--- src/rtl/slot_alloc_pkg.sv ---
// rtl/slot_alloc_pkg.sv - shared constants, status pulse type and popcount helper for the slot allocator
package slot_alloc_pkg;

  localparam int DEFAULT_ADDR_WIDTH = 3;

  typedef struct packed {
    logic gnt;
    logic fail;
    logic err;
  } status_t;

  // Used at elaboration to derive the reset occupancy from RESET_BUSY_MAP.
  function automatic int popcount(input logic [255:0] v);
    int n;
    n = 0;
    for (int i = 0; i < 256; i++) begin
      n += int'(v[i]);
    end
    return n;
  endfunction

endpackage

--- src/rtl/slot_allocator_if.sv ---
// rtl/slot_allocator_if.sv - request/grant/free bus and status outputs of the slot allocator
interface slot_allocator_if #(
  parameter int ADDR_WIDTH = 3
);
  localparam int DEPTH = 1 << ADDR_WIDTH;

  logic                  alloc_req;
  logic                  free_req;
  logic [ADDR_WIDTH-1:0] free_addr;
  logic                  alloc_gnt;
  logic [ADDR_WIDTH-1:0] alloc_addr;
  logic                  alloc_fail;
  logic                  free_err;
  logic [DEPTH-1:0]      busy_map;
  logic [ADDR_WIDTH:0]   count;
  logic                  full;
  logic                  empty;

  modport master (
    output alloc_req, free_req, free_addr,
    input  alloc_gnt, alloc_addr, alloc_fail, free_err, busy_map, count, full, empty
  );

  modport slave (
    input  alloc_req, free_req, free_addr,
    output alloc_gnt, alloc_addr, alloc_fail, free_err, busy_map, count, full, empty
  );
endinterface

--- src/rtl/lowest_free_encoder.sv ---
// rtl/lowest_free_encoder.sv - combinational search for the first free slot at or after a start offset
module lowest_free_encoder #(
  parameter int ADDR_WIDTH = 3
) (
  input  logic [(1<<ADDR_WIDTH)-1:0] busy,
  input  logic [ADDR_WIDTH-1:0]      start,
  output logic                       hit,
  output logic [ADDR_WIDTH-1:0]      index
);
  localparam int DEPTH = 1 << ADDR_WIDTH;

  // Scan from the farthest offset down so the nearest free slot wins; the index add wraps mod DEPTH.
  always_comb begin
    logic [ADDR_WIDTH-1:0] cand;
    hit   = 1'b0;
    index = '0;
    cand  = '0;
    for (int i = DEPTH - 1; i >= 0; i--) begin
      cand = start + ADDR_WIDTH'(i);
      if (!busy[cand]) begin
        hit   = 1'b1;
        index = cand;
      end
    end
  end

endmodule

--- src/rtl/slot_allocator.sv ---
// rtl/slot_allocator.sv - registered slot allocator; SLOT_ALLOC_ROUND_ROBIN_EN selects rotating search
module slot_allocator
  import slot_alloc_pkg::*;
#(
  parameter int ADDR_WIDTH = DEFAULT_ADDR_WIDTH,
  localparam int DEPTH = 1 << ADDR_WIDTH,
  parameter logic [DEPTH-1:0] RESET_BUSY_MAP = '0
) (
  input logic            clk,
  input logic            rst_n,
  slot_allocator_if.slave bus
);
  localparam logic [ADDR_WIDTH:0] RESET_COUNT = (ADDR_WIDTH+1)'(popcount(256'(RESET_BUSY_MAP)));
  localparam logic [ADDR_WIDTH:0] FULL_COUNT  = (ADDR_WIDTH+1)'(DEPTH);

  logic [DEPTH-1:0]      busy_q, busy_d;
  logic [ADDR_WIDTH:0]   count_q, count_d;
  logic [ADDR_WIDTH-1:0] addr_q, addr_d;
  status_t               status_q, status_d;

  logic                  hit;
  logic [ADDR_WIDTH-1:0] index;
  logic [ADDR_WIDTH-1:0] start;
  logic                  alloc_ok;
  logic                  free_ok;

`ifdef SLOT_ALLOC_ROUND_ROBIN_EN
  logic [ADDR_WIDTH-1:0] last_ptr;

  always_ff @(posedge clk or negedge rst_n) begin
    if (!rst_n) begin
      last_ptr <= '0;
    end else if (alloc_ok) begin
      last_ptr <= index;
    end
  end

  assign start = last_ptr + ADDR_WIDTH'(1);
`else
  assign start = '0;
`endif

  lowest_free_encoder #(
    .ADDR_WIDTH(ADDR_WIDTH)
  ) u_encoder (
    .busy (busy_q),
    .start(start),
    .hit  (hit),
    .index(index)
  );

  assign alloc_ok = bus.alloc_req && hit;
  assign free_ok  = bus.free_req && busy_q[bus.free_addr];

  // Search runs on the pre-free map, so a slot freed this cycle can never collide with the grant.
  always_comb begin
    busy_d   = busy_q;
    count_d  = count_q;
    addr_d   = addr_q;
    status_d = '{gnt: alloc_ok,
                 fail: bus.alloc_req && !hit,
                 err: bus.free_req && !busy_q[bus.free_addr]};
    if (alloc_ok) begin
      busy_d[index] = 1'b1;
      addr_d        = index;
    end
    if (free_ok) begin
      busy_d[bus.free_addr] = 1'b0;
    end
    case ({alloc_ok, free_ok})
      2'b10:   count_d = count_q + (ADDR_WIDTH+1)'(1);
      2'b01:   count_d = count_q - (ADDR_WIDTH+1)'(1);
      default: count_d = count_q;
    endcase
  end

  always_ff @(posedge clk or negedge rst_n) begin
    if (!rst_n) begin
      busy_q   <= RESET_BUSY_MAP;
      count_q  <= RESET_COUNT;
      addr_q   <= '0;
      status_q <= '0;
    end else begin
      busy_q   <= busy_d;
      count_q  <= count_d;
      addr_q   <= addr_d;
      status_q <= status_d;
    end
  end

  assign bus.alloc_gnt  = status_q.gnt;
  assign bus.alloc_fail = status_q.fail;
  assign bus.free_err   = status_q.err;
  assign bus.alloc_addr = addr_q;
  assign bus.busy_map   = busy_q;
  assign bus.count      = count_q;
  assign bus.full       = (count_q == FULL_COUNT);
  assign bus.empty      = (count_q == '0);

endmodule

--- src/flat_wrapper.sv ---
// flat-port wrapper written by rule: the top's interface ports become plain ports
module slot_allocator_flat import slot_alloc_pkg::*;
#(
  parameter int ADDR_WIDTH = DEFAULT_ADDR_WIDTH,
  localparam int DEPTH = 1 << ADDR_WIDTH,
  parameter logic [DEPTH-1:0] RESET_BUSY_MAP = '0
)
  (clk, rst_n, bus_alloc_req, bus_free_req, bus_free_addr, bus_alloc_gnt, bus_alloc_addr, bus_alloc_fail, bus_free_err, bus_busy_map, bus_count, bus_full, bus_empty);
  slot_allocator_if #(.ADDR_WIDTH(ADDR_WIDTH)) bus_i ();
  input logic clk;
  input logic rst_n;
  input wire logic [$bits(bus_i.alloc_req)-1:0] bus_alloc_req;
  input wire logic [$bits(bus_i.free_req)-1:0] bus_free_req;
  input wire logic [$bits(bus_i.free_addr)-1:0] bus_free_addr;
  output wire logic [$bits(bus_i.alloc_gnt)-1:0] bus_alloc_gnt;
  output wire logic [$bits(bus_i.alloc_addr)-1:0] bus_alloc_addr;
  output wire logic [$bits(bus_i.alloc_fail)-1:0] bus_alloc_fail;
  output wire logic [$bits(bus_i.free_err)-1:0] bus_free_err;
  output wire logic [$bits(bus_i.busy_map)-1:0] bus_busy_map;
  output wire logic [$bits(bus_i.count)-1:0] bus_count;
  output wire logic [$bits(bus_i.full)-1:0] bus_full;
  output wire logic [$bits(bus_i.empty)-1:0] bus_empty;
  assign bus_i.alloc_req = bus_alloc_req;
  assign bus_i.free_req = bus_free_req;
  assign bus_i.free_addr = bus_free_addr;
  assign bus_alloc_gnt = bus_i.alloc_gnt;
  assign bus_alloc_addr = bus_i.alloc_addr;
  assign bus_alloc_fail = bus_i.alloc_fail;
  assign bus_free_err = bus_i.free_err;
  assign bus_busy_map = bus_i.busy_map;
  assign bus_count = bus_i.count;
  assign bus_full = bus_i.full;
  assign bus_empty = bus_i.empty;
  slot_allocator #(.ADDR_WIDTH(ADDR_WIDTH), .RESET_BUSY_MAP(RESET_BUSY_MAP)) u_core (.clk(clk), .rst_n(rst_n), .bus(bus_i));
endmodule
--- config.mk ---
export PLATFORM = sky130hd
export DESIGN_NAME = slot_allocator_flat
export DESIGN_NICKNAME = d
export VERILOG_FILES = /design/src/rtl/slot_alloc_pkg.sv /design/src/rtl/slot_allocator_if.sv /design/src/rtl/lowest_free_encoder.sv /design/src/rtl/slot_allocator.sv /design/src/flat_wrapper.sv
export SDC_FILE = /design/constraint.sdc
export NUM_CORES = 1
export LEC_CHECK = 0
export BUFFER_PORTS_ARGS = -buffer_cell sky130_fd_sc_hd__buf_2
export CAP_MARGIN = 20
export CORE_UTILIZATION = 51
export CTS_CLUSTER_DIAMETER = 40
export CTS_CLUSTER_SIZE = 10
export DETAILED_ROUTE_END_ITERATION = 6
export GPL_ROUTABILITY_DRIVEN = 0
export HOLD_SLACK_MARGIN = 0.1
export PLACE_DENSITY_LB_ADDON = 0.15
export SLEW_MARGIN = 0
export SYNTH_ARGS = -nofsm -noshare
export SYNTH_HDL_FRONTEND = slang
export SYNTH_SLANG_ARGS = --single-unit
--- constraint.sdc ---
create_clock -name clk -period 3.11 [get_ports clk]
set_clock_uncertainty 0.15 [all_clocks]
set_input_delay 0.311 -clock clk [delete_from_list [all_inputs] [get_ports clk]]
set_output_delay 0.311 -clock clk [all_outputs]
set_load 0.05 [all_outputs]
==> results of run 1 <==
[worst max-delay path: cells and delay by family (launching register included)]
| family | cells | cell delay (ps) |
|---|---|---|
| AO/OA/AOI/OAI | 1 | 150 |
| adder cells (fa/ha/maj) | 2 | 430 |
| AND/OR/NAND/NOR | 4 | 730 |
| multiplexers | 1 | 160 |
| flip-flops | 1 | 470 |
| XOR/XNOR | 3 | 470 |
[layer usage]
| layer | vias up | wire length [um] | track usage [%] |
|---|---|---|---|
| li1 | 432 | - | - |
| met1 | 438 | 1040 | 32.1 |
| met2 | 25 | 970 | 35.3 |
| met3 | 2 | 77 | 3.46 |
| met4 | 0 | 13 | 8.57 |
| met5 | - | 0 | 0 |
[registers in the layout, summed over array words and instances, names as in the netlist]
signal	flops
u_core.bus.count	4
u_core.bus.alloc_addr	3
u_core.bus.free_err	1
u_core.bus.alloc_fail	1
u_core.bus.alloc_gnt	1
u_core.bus.busy_map	8
[cell usage in the layout, fill, tap and decap left out, types with 2 or more instances in the layout]
cell type      count
nor2_1            12
nand2_1            7
dlygate4sd3_1      2
nor2b_1            3
a21oi_1           10
a31oi_1            2
nand4_1            2
nand3b_1           2
ha_1               3
dfrtp_1           18
mux2_2             2
a41oi_2            2
clkbuf_4           3
a41oi_1            3
mux2i_1            3
o21ai_0            3
inv_1              5
buf_2             26
nor3b_1            2
xor2_1             4
[what timing repair did]
action / 4_1_cts / 5_1_grt
hold buffers: 2 / 0
hold endpoints to repair: 19 / 0
gates resized for setup: 0 / 0
[power groups by stage]
stage               combinational, mW  clock, mW  sequential [mW]
finish                          0.688      0.141            0.412
CTS                             0.694      0.144            0.410
global placement                0.678          0            0.410
detailed placement              0.690          0            0.415
global route                    0.751      0.156            0.427
floorplan                       0.292          0            0.662
[stage by stage]
step / worst slack, ps / total power [mW] / std cells / util [%]
2_1_floorplan: 195 / 0.954 / 104 / -
3_3_place_gp: 451 / 1.09 / 151 / 63.7
3_5_place_dp: 377 / 1.11 / 151 / 63.7
4_1_cts: 447 / 1.25 / 157 / 66.9
5_1_grt: 241 / 1.33 / 157 / 66.9
6_report: 435 / 1.24 / 157 / 66.9
[cell families (layout without fill, tap and decap cells)]
kind of cell             count (synthesis)  in the layout  synth area share, %
AO/OA/AOI/OAI                           27             27                 18.5
XOR/XNOR                                 5              5                 4.29
adder cells (fa/ha/maj)                  3              3                 3.68
buffers and inverters                   10             38                 5.88
flip-flops                              18             18                 44.1
multiplexers                             5              5                 5.15
AND/OR/NAND/NOR                         36             36                 18.4
[worst min path at each step]
stage	startpoint	to	slack (ps)	depth (start not counted)
3_5_place_dp	rst_n	u_core.bus.count[3]	110	1
4_1_cts	bus_free_req	u_core.bus.busy_map[4]	150	2
2_1_floorplan	rst_n	u_core.bus.alloc_addr[0]	-130	0
5_1_grt	bus_free_req	u_core.bus.busy_map[4]	150	2
6_report	bus_free_req	u_core.bus.busy_map[4]	160	2
3_3_place_gp	rst_n	u_core.bus.count[3]	110	1
[final cells by class]
cell class	count	area [um2]	area share, %
Multi-Input combinational cell	76	510	42.4
Sequential cell	18	450	37.4
Timing Repair Buffer	29	158	13.1
Clock buffer	4	36.3	3.01
Tap cell	25	31.3	2.60
Inverter	5	18.8	1.56
==> impl_metrics.yaml, run 1 <==
synth:
  yosys.area.top_type_share_pct: 44.1
  synth_common_cells: "18 x dfrtp_1, 12 x nor2_1, 10 x a21oi_1"
  synth_nets: 114
  yosysTopAreaCell: "dfrtp_1"
  synth.area.top_cells: "dfrtp_1 44%, a21oi_1 4.9%, nor2_1 4.4%"
  ys.flop_type: "dfrtp_1"
  syn_area_per_cell_um2: 9.82
  ys_warn_count: 0
  synthArstFlopShare_pct: 100
  seq_area_frac_synth_pct: 44.1
  synth_most_common_cell: "dfrtp_1"
  ys_types: 36
  syn_inst: 104
  synth_area_um2: 1020
  synth_edf_count: 0
  ys_ff_latch: 18
cells_and_area:
  synthToLayoutAreaGrowth_pct: 18.0
  postLayoutCellArea_um2: 1200
  num_antenna_cells: 0
  fin_nets: 143
  drive_gt1_share_pct: 27.3
  final.fill_count: 167
die:
  dieHeight_um: 46.7
  rows: 15
  die_w_um: 46.7
  die-area_um2: 2180
  initial_utilization_pct: 56.7
  design.portCount: 27
  design.core.area_um2: 1800
setup_path:
  reg2regPathDepth: 11
  timing.rr.start: "u_core.bus.busy_map[4]"
  slowest_stage: "dfrtp_1"
  crit_type: "reg -> reg"
  endpoint_kind: "flip-flop"
  path_cells: "mux2i_1, nor3b_1, or3_1, and2_2, ha_1, xor2_1, ha_1, a21oi_1, xor2_1, nor2_1, xor2_1"
  r2r-end: "u_core.bus.count[2]"
  path_max_fanout: 7
  crit_top_cell: "xor2_1"
  cp-startpoint: "u_core.bus.busy_map[4]"
  critPathRequiredTime_ps: 3130
  critPathMaxStageDelay_ps: 470
  arrival_ps: 2700
  reg2reg_slack_ps: 430
  crit_end: "u_core.bus.count[2]"
  worst_setup_path_start_kind: "flip-flop"
sta:
  drv_slew: 0
  rsz0062_at_grt: "no"
  worst_pin_slew_ps: 390
  whs_ps: 157
  max_freq_ghz: 0.374
  slew_headroom_pct: 74.0
  hold_viol: 0
  fin_crit_ps: 2680
  post-route-period-util_pct: 86.0
  setup-tns-final_ps: 0
  setup_viol: 0
grt:
  grt_pass1_wl_um: 3490
  grt_max_degree: 19
  antenna_found_initial: 0
  grt_pass1_vias: 811
  grt_usage_pct: 22.7
  overflow: 0
place:
  place_area_um2: 1150
  dpl.hpwl_um: 1560
  numPortBuffers: 26
run:
  drv_cap: 0
pwr:
  power.internal_mw: 0.593
  p_comb_share_pct: 55.4
  p_clk_share_pct: 11.4
  switching_share_pct: 52.3
  peakVddDrop_mv: 0.644
  switching_power_mw: 0.649
  leakage_nw: 0.570
  seq_power_share_pct: 33.2
  p_per_area_nw_per_um2: 1030
drt:
  num_vias: 897
  drt_pass1_iterations: 5
  drt_iter0_drc: 28
  drt-total-wl_um: 2100
  routedWlPerCell_um: 13.4
  antenna_left: 0
  vias_per_cell: 5.71
  drc: 0
min_path:
  hold_path.class: "in -> reg"
cts:
  numCtsBuffers: 3
  cts_root_buffer: "clkbuf_4"
  cts_tree: "done"
  ctsHtreeMaxLevel: 1
  cts_sinks: 18
  post-cts-setup-buffers: 0
  cts.clk_slew.worst_paths_ps: 100
  cts_buffer_depth: 2
  clkLatencyLatePin_ps: 290
status:
  outcome: "completed"
No activity file was read; power rests on OpenSTA's default activity.
==> run 2, diff against run 1 <==
--- a/config.mk
+++ b/config.mk
@@ -7,14 +7,14 @@
 export LEC_CHECK = 0
 export BUFFER_PORTS_ARGS = -buffer_cell sky130_fd_sc_hd__buf_2
 export CAP_MARGIN = 20
-export CORE_UTILIZATION = 51
+export CORE_ASPECT_RATIO = 0.6
+export CORE_UTILIZATION = 35
 export CTS_CLUSTER_DIAMETER = 40
 export CTS_CLUSTER_SIZE = 10
 export DETAILED_ROUTE_END_ITERATION = 6
 export GPL_ROUTABILITY_DRIVEN = 0
 export HOLD_SLACK_MARGIN = 0.1
 export PLACE_DENSITY_LB_ADDON = 0.15
-export SLEW_MARGIN = 0
 export SYNTH_ARGS = -nofsm -noshare
 export SYNTH_HDL_FRONTEND = slang
 export SYNTH_SLANG_ARGS = --single-unit
==> impl_metrics.yaml, run 2 (synthesis results as in run 1) <==
sta:
  slew_headroom_pct: 73.1
  setup_viol: 0
  hold_viol: 0
  setup-tns-final_ps: 0
  post-route-period-util_pct: 84.7
  rsz0062_at_grt: "no"
  whs_ps: 154
  fin_crit_ps: 2640
  worst_pin_slew_ps: 404
  max_freq_ghz: 0.379
  drv_slew: 0
cells_and_area:
  fin_nets: 144
  fin_cells: 165
  num_antenna_cells: 0
  synthToLayoutAreaGrowth_pct: 21.2
  most-common-layout-cells: "26 x buf_2, 18 x dfrtp_1, 12 x nor2_1, 10 x a21oi_1, 7 x nand2_1"
  largest_reg_flops: 8
  final.fill_count: 258
  final_common_cell: "buf_2"
  drive_gt1_share_pct: 28.6
  finalCoreUtilization_pct: 47.1
  register_area_um2: 450
  multiInputGateArea_um2: 510
min_path:
  holdPathEnd: "u_core.bus.alloc_addr[2]"
  hp-start: "bus_alloc_req"
  hold_path_depth: 2
  hold_path.class: "in -> reg"
cts:
  cts_tree: "done"
  post-cts-setup-buffers: 0
  clkLatencyLatePin_ps: 250
  numCtsBuffers: 3
  cts_sinks: 18
  ctsHtreeMaxLevel: 1
  cts.clk_slew.worst_paths_ps: 70
  cts_root_buffer: "clkbuf_8"
  cts_buffer_depth: 2
pwr:
  p_per_area_nw_per_um2: 1060
  peakVddDrop_mv: 0.411
  leakage_nw: 0.582
setup_path:
  arrival_ps: 2620
  slowest_stage: "dfrtp_1"
  r2r-end: "u_core.bus.count[2]"
  critPathBufInv: 0
  crit_top_cell: "xor2_1"
  crit_cells: 11
  endpoint_kind: "flip-flop"
  path_cells: "mux2i_1, o32ai_1, or3_1, and2_2, ha_1, xor2_1, ha_1, a21oi_1, xor2_1, nor2_1, xor2_1"
  timing.rr.start: "u_core.bus.busy_map[1]"
  worst_setup_path_start_kind: "flip-flop"
  critPathMaxStageDelay_ps: 470
  reg2regPathDepth: 11
  path_delay_family: "simple AND/OR/NAND/NOR gates"
  critPathRequiredTime_ps: 3090
  reg2reg_slack_ps: 470
  crit_type: "reg -> reg"
  path_max_fanout: 8
drt:
  drc: 0
  drt_pass1_iterations: 4
  vias_per_cell: 5.28
  drt-total-wl_um: 2350
  num_vias: 872
  antenna_left: 0
  drt_iter0_drc: 65
  routedWlPerCell_um: 14.3
grt:
  grt_pass1_wl_um: 3840
  grt_usage_pct: 16.7
  overflow: 0
  grt_max_degree: 19
  grt_pass1_vias: 777
  antenna_found_initial: 0
die:
  die-area_um2: 3140
  die_w_um: 71.7
  rows: 14
  design.core.area_um2: 2630
  design.portCount: 27
  dieHeight_um: 43.8
  initial_utilization_pct: 38.9
place:
  dp_cells: 160
  numPortBuffers: 26
  dpl.hpwl_um: 1770
run:
  drv_cap: 0
status:
  outcome: "completed"
[run 2: layout make-up]
cell class                      instances  area share (%)
Inverter                                5            1.52
Timing Repair Buffer                   30            13.1
Sequential cell                        18            36.4
Clock buffer                            4            4.45
Tap cell                               32            3.24
Multi-Input combinational cell         76            41.3
[run 2: where the power goes]
group	switching (mW)	internal [mW]	total, mW
clock	0.0796	0.113	0.192
sequential	0.102	0.313	0.415
combinational	0.485	0.214	0.700
[run 2: metal layers]
metal	wire [um]	share of wire [%]	global-route usage (%)	vias up
met2	925	39	23.2	18
met1	1320	56	25.0	415
met5	0	0	0	-
li1	-	-	-	437
met4	19	0.81	3.53	0
met3	91	3.9	5.58	2
[run 2: timing repair]
action | CTS | global route
hold endpoints to repair | 18 | 0
hold buffers | 1 | 0
resized for setup | 0 | 0
[run 2: how the worst max path moves through the flow]
| stage | endpoint | startpoint |
|---|---|---|
| finish | u_core.bus.count[2] | u_core.bus.busy_map[1] |
| global route | u_core.bus.count[2] | u_core.bus.busy_map[6] |
| CTS | u_core.bus.count[2] | u_core.bus.busy_map[1] |
| detailed placement | u_core.bus.count[2] | bus_free_addr[0] |
| global placement | u_core.bus.count[2] | bus_free_addr[0] |
| floorplan | bus_full | u_core.bus.count[1] |
[run 2: stage by stage]
step	setup WS [ps]	instance area, um2	power (mW)
global placement	442	1170	1.11
detailed placement	414	1170	1.12
floorplan	195	1020	0.954
global route	256	1240	1.39
finish	475	1240	1.31
CTS	477	1240	1.31
==> run 3, diff against run 2 <==
==> constraint.sdc (replaced) <==
create_clock -name clk -period 2.6 [get_ports clk]
set_clock_uncertainty 0.15 [all_clocks]
set_input_delay 0.26 -clock clk [delete_from_list [all_inputs] [get_ports clk]]
set_output_delay 0.26 -clock clk [all_outputs]
set_load 0.05 [all_outputs]
==> impl_metrics.yaml, run 3 (synthesis results as in run 1) <==
status:
  outcome: "completed"
cts:
  ctsHtreeMaxLevel: 1
  cts_tree: "done"
  numCtsBuffers: 3
  cts_root_buffer: "clkbuf_8"
  post-cts-setup-buffers: 0
  cts.clk_slew.worst_paths_ps: 70
  cts_buffer_depth: 2
  clkLatencyLatePin_ps: 260
  cts_sinks: 18
die:
  die-area_um2: 3140
  dieHeight_um: 43.8
  die_w_um: 71.7
  rows: 14
  design.core.area_um2: 2630
  initial_utilization_pct: 38.9
  design.portCount: 27
setup_path:
  path_delay_family: "simple AND/OR/NAND/NOR gates"
  critPathMaxStageDelay_ps: 410
  crit_top_cell: "xor2_1"
  path_max_fanout: 5
  worst_setup_path_start_kind: "flip-flop"
  critPathRequiredTime_ps: 2600
  critPathBufInv: 0
  slowest_stage: "dfrtp_2"
  arrival_ps: 2490
  path_cells: "mux2i_1, nor3b_1, or3_1, and2_2, ha_2, xor2_1, ha_1, a21oi_2, xor2_1, nor2_1, xor2_1"
  crit_type: "reg -> reg"
  endpoint_kind: "flip-flop"
drt:
  drt-total-wl_um: 2560
  num_vias: 896
  routedWlPerCell_um: 14.7
  drt_pass1_iterations: 4
  drc: 0
  vias_per_cell: 5.15
  drt_iter0_drc: 24
  antenna_left: 0
grt:
  grt_max_degree: 19
  grt_pass1_vias: 835
  grt_usage_pct: 18.2
  overflow: 0
  grt_pass1_wl_um: 4170
  antenna_found_initial: 0
pwr:
  p_comb_share_pct: 55.8
  switching_share_pct: 50.8
  seq_power_share_pct: 29.5
  power.internal_mw: 0.803
  power_mw: 1.63
  switching_power_mw: 0.828
  leakage_nw: 0.618
  peakVddDrop_mv: 0.779
  p_clk_share_pct: 14.6
  p_per_area_nw_per_um2: 1230
sta:
  slew_headroom_pct: 71.7
  fin_crit_ps: 2490
  max_freq_ghz: 0.402
  setup-tns-final_ps: 0
  setup_viol: 0
  rsz0062_at_grt: "no"
  whs_ps: 144
  worst_pin_slew_ps: 425
  post-route-period-util_pct: 95.8
  hold_viol: 0
  drv_slew: 0
cells_and_area:
  most-common-layout-cells: "26 x buf_2, 12 x nor2_1, 11 x buf_4, 10 x dfrtp_1, 9 x a21oi_1"
  final.fill_count: 267
  multiInputGateArea_um2: 523
  num_antenna_cells: 0
  register_area_um2: 460
  largest_reg_flops: 8
  final_common_cell: "buf_2"
  synthToLayoutAreaGrowth_pct: 30.3
  drive_gt1_share_pct: 40.1
  finalCoreUtilization_pct: 50.6
  fin_nets: 153
place:
  dpl.hpwl_um: 1960
  numPortBuffers: 26
min_path:
  hold_path.class: "in -> reg"
run:
  drv_cap: 0
==> run 3: routing by layer <==
metal	part of all wire [%]	track usage, %	vias to the layer above
li1	-	-	452
met1	56	27.7	416
met2	39	25.7	25
met3	4.8	5.58	3
met4	0.39	2.35	0
met5	0	0	-
==> run 3: worst paths after layout <==
path | from | end | slack (ps) | cells after the start
setup / recovery | u_core.bus.busy_map[6] | u_core.bus.count[2] | 110 | 11
max in group asynchronous | rst_n | u_core.bus.busy_map[1] | 1670 | 2
min in group asynchronous | rst_n | u_core.bus.alloc_addr[1] | 300 | 2
setup reg to reg | u_core.bus.busy_map[6] | u_core.bus.count[2] | 110 | 11
hold / removal | bus_free_req | u_core.bus.free_err | 140 | 3
hold reg to reg | u_core.bus.alloc_addr[1] | u_core.bus.alloc_addr[1] | 340 | 2
==> run 3: power groups by stage <==
| stage | registers [mW] | logic (mW) | clock network (mW) |
|---|---|---|---|
| after floorplan | 0.800 | 0.354 | 0 |
| after global placement | 0.481 | 0.895 | 0 |
| after detailed placement | 0.484 | 0.905 | 0 |
| after CTS | 0.482 | 0.908 | 0.240 |
| after global routing | 0.500 | 0.977 | 0.248 |
| final | 0.482 | 0.911 | 0.238 |
==> run 3: timing repair <==
action | CTS | global route
hold endpoints to repair | 19 | 0
hold buffers | 2 | 0
endpoints found under the setup margin | 0 | 1
gates resized for setup | 0 | 1
==> run 3: per-stage QoR <==
stage                     area, um2  instances  setup WS [ps]
after floorplan                1040        104           -160
after global placement         1250        168           64.2
after detailed placement       1250        168          -46.6
after CTS                      1330        174           58.3
after global routing           1330        174           3.10
final                          1330        174            110
==> run 3: cell type report <==
class / instances / area share (%)
Timing Repair Buffer: 39 / 17.5
Inverter: 5 / 1.41
Tap cell: 32 / 3.01
Multi-Input combinational cell: 76 / 39.3
Sequential cell: 18 / 34.6
Clock buffer: 4 / 4.14
==> run 3: worst min-delay path, cell delays in order <==
cell and delay [ps]:
buf_2 140, inv_1 70, nor2_1 50
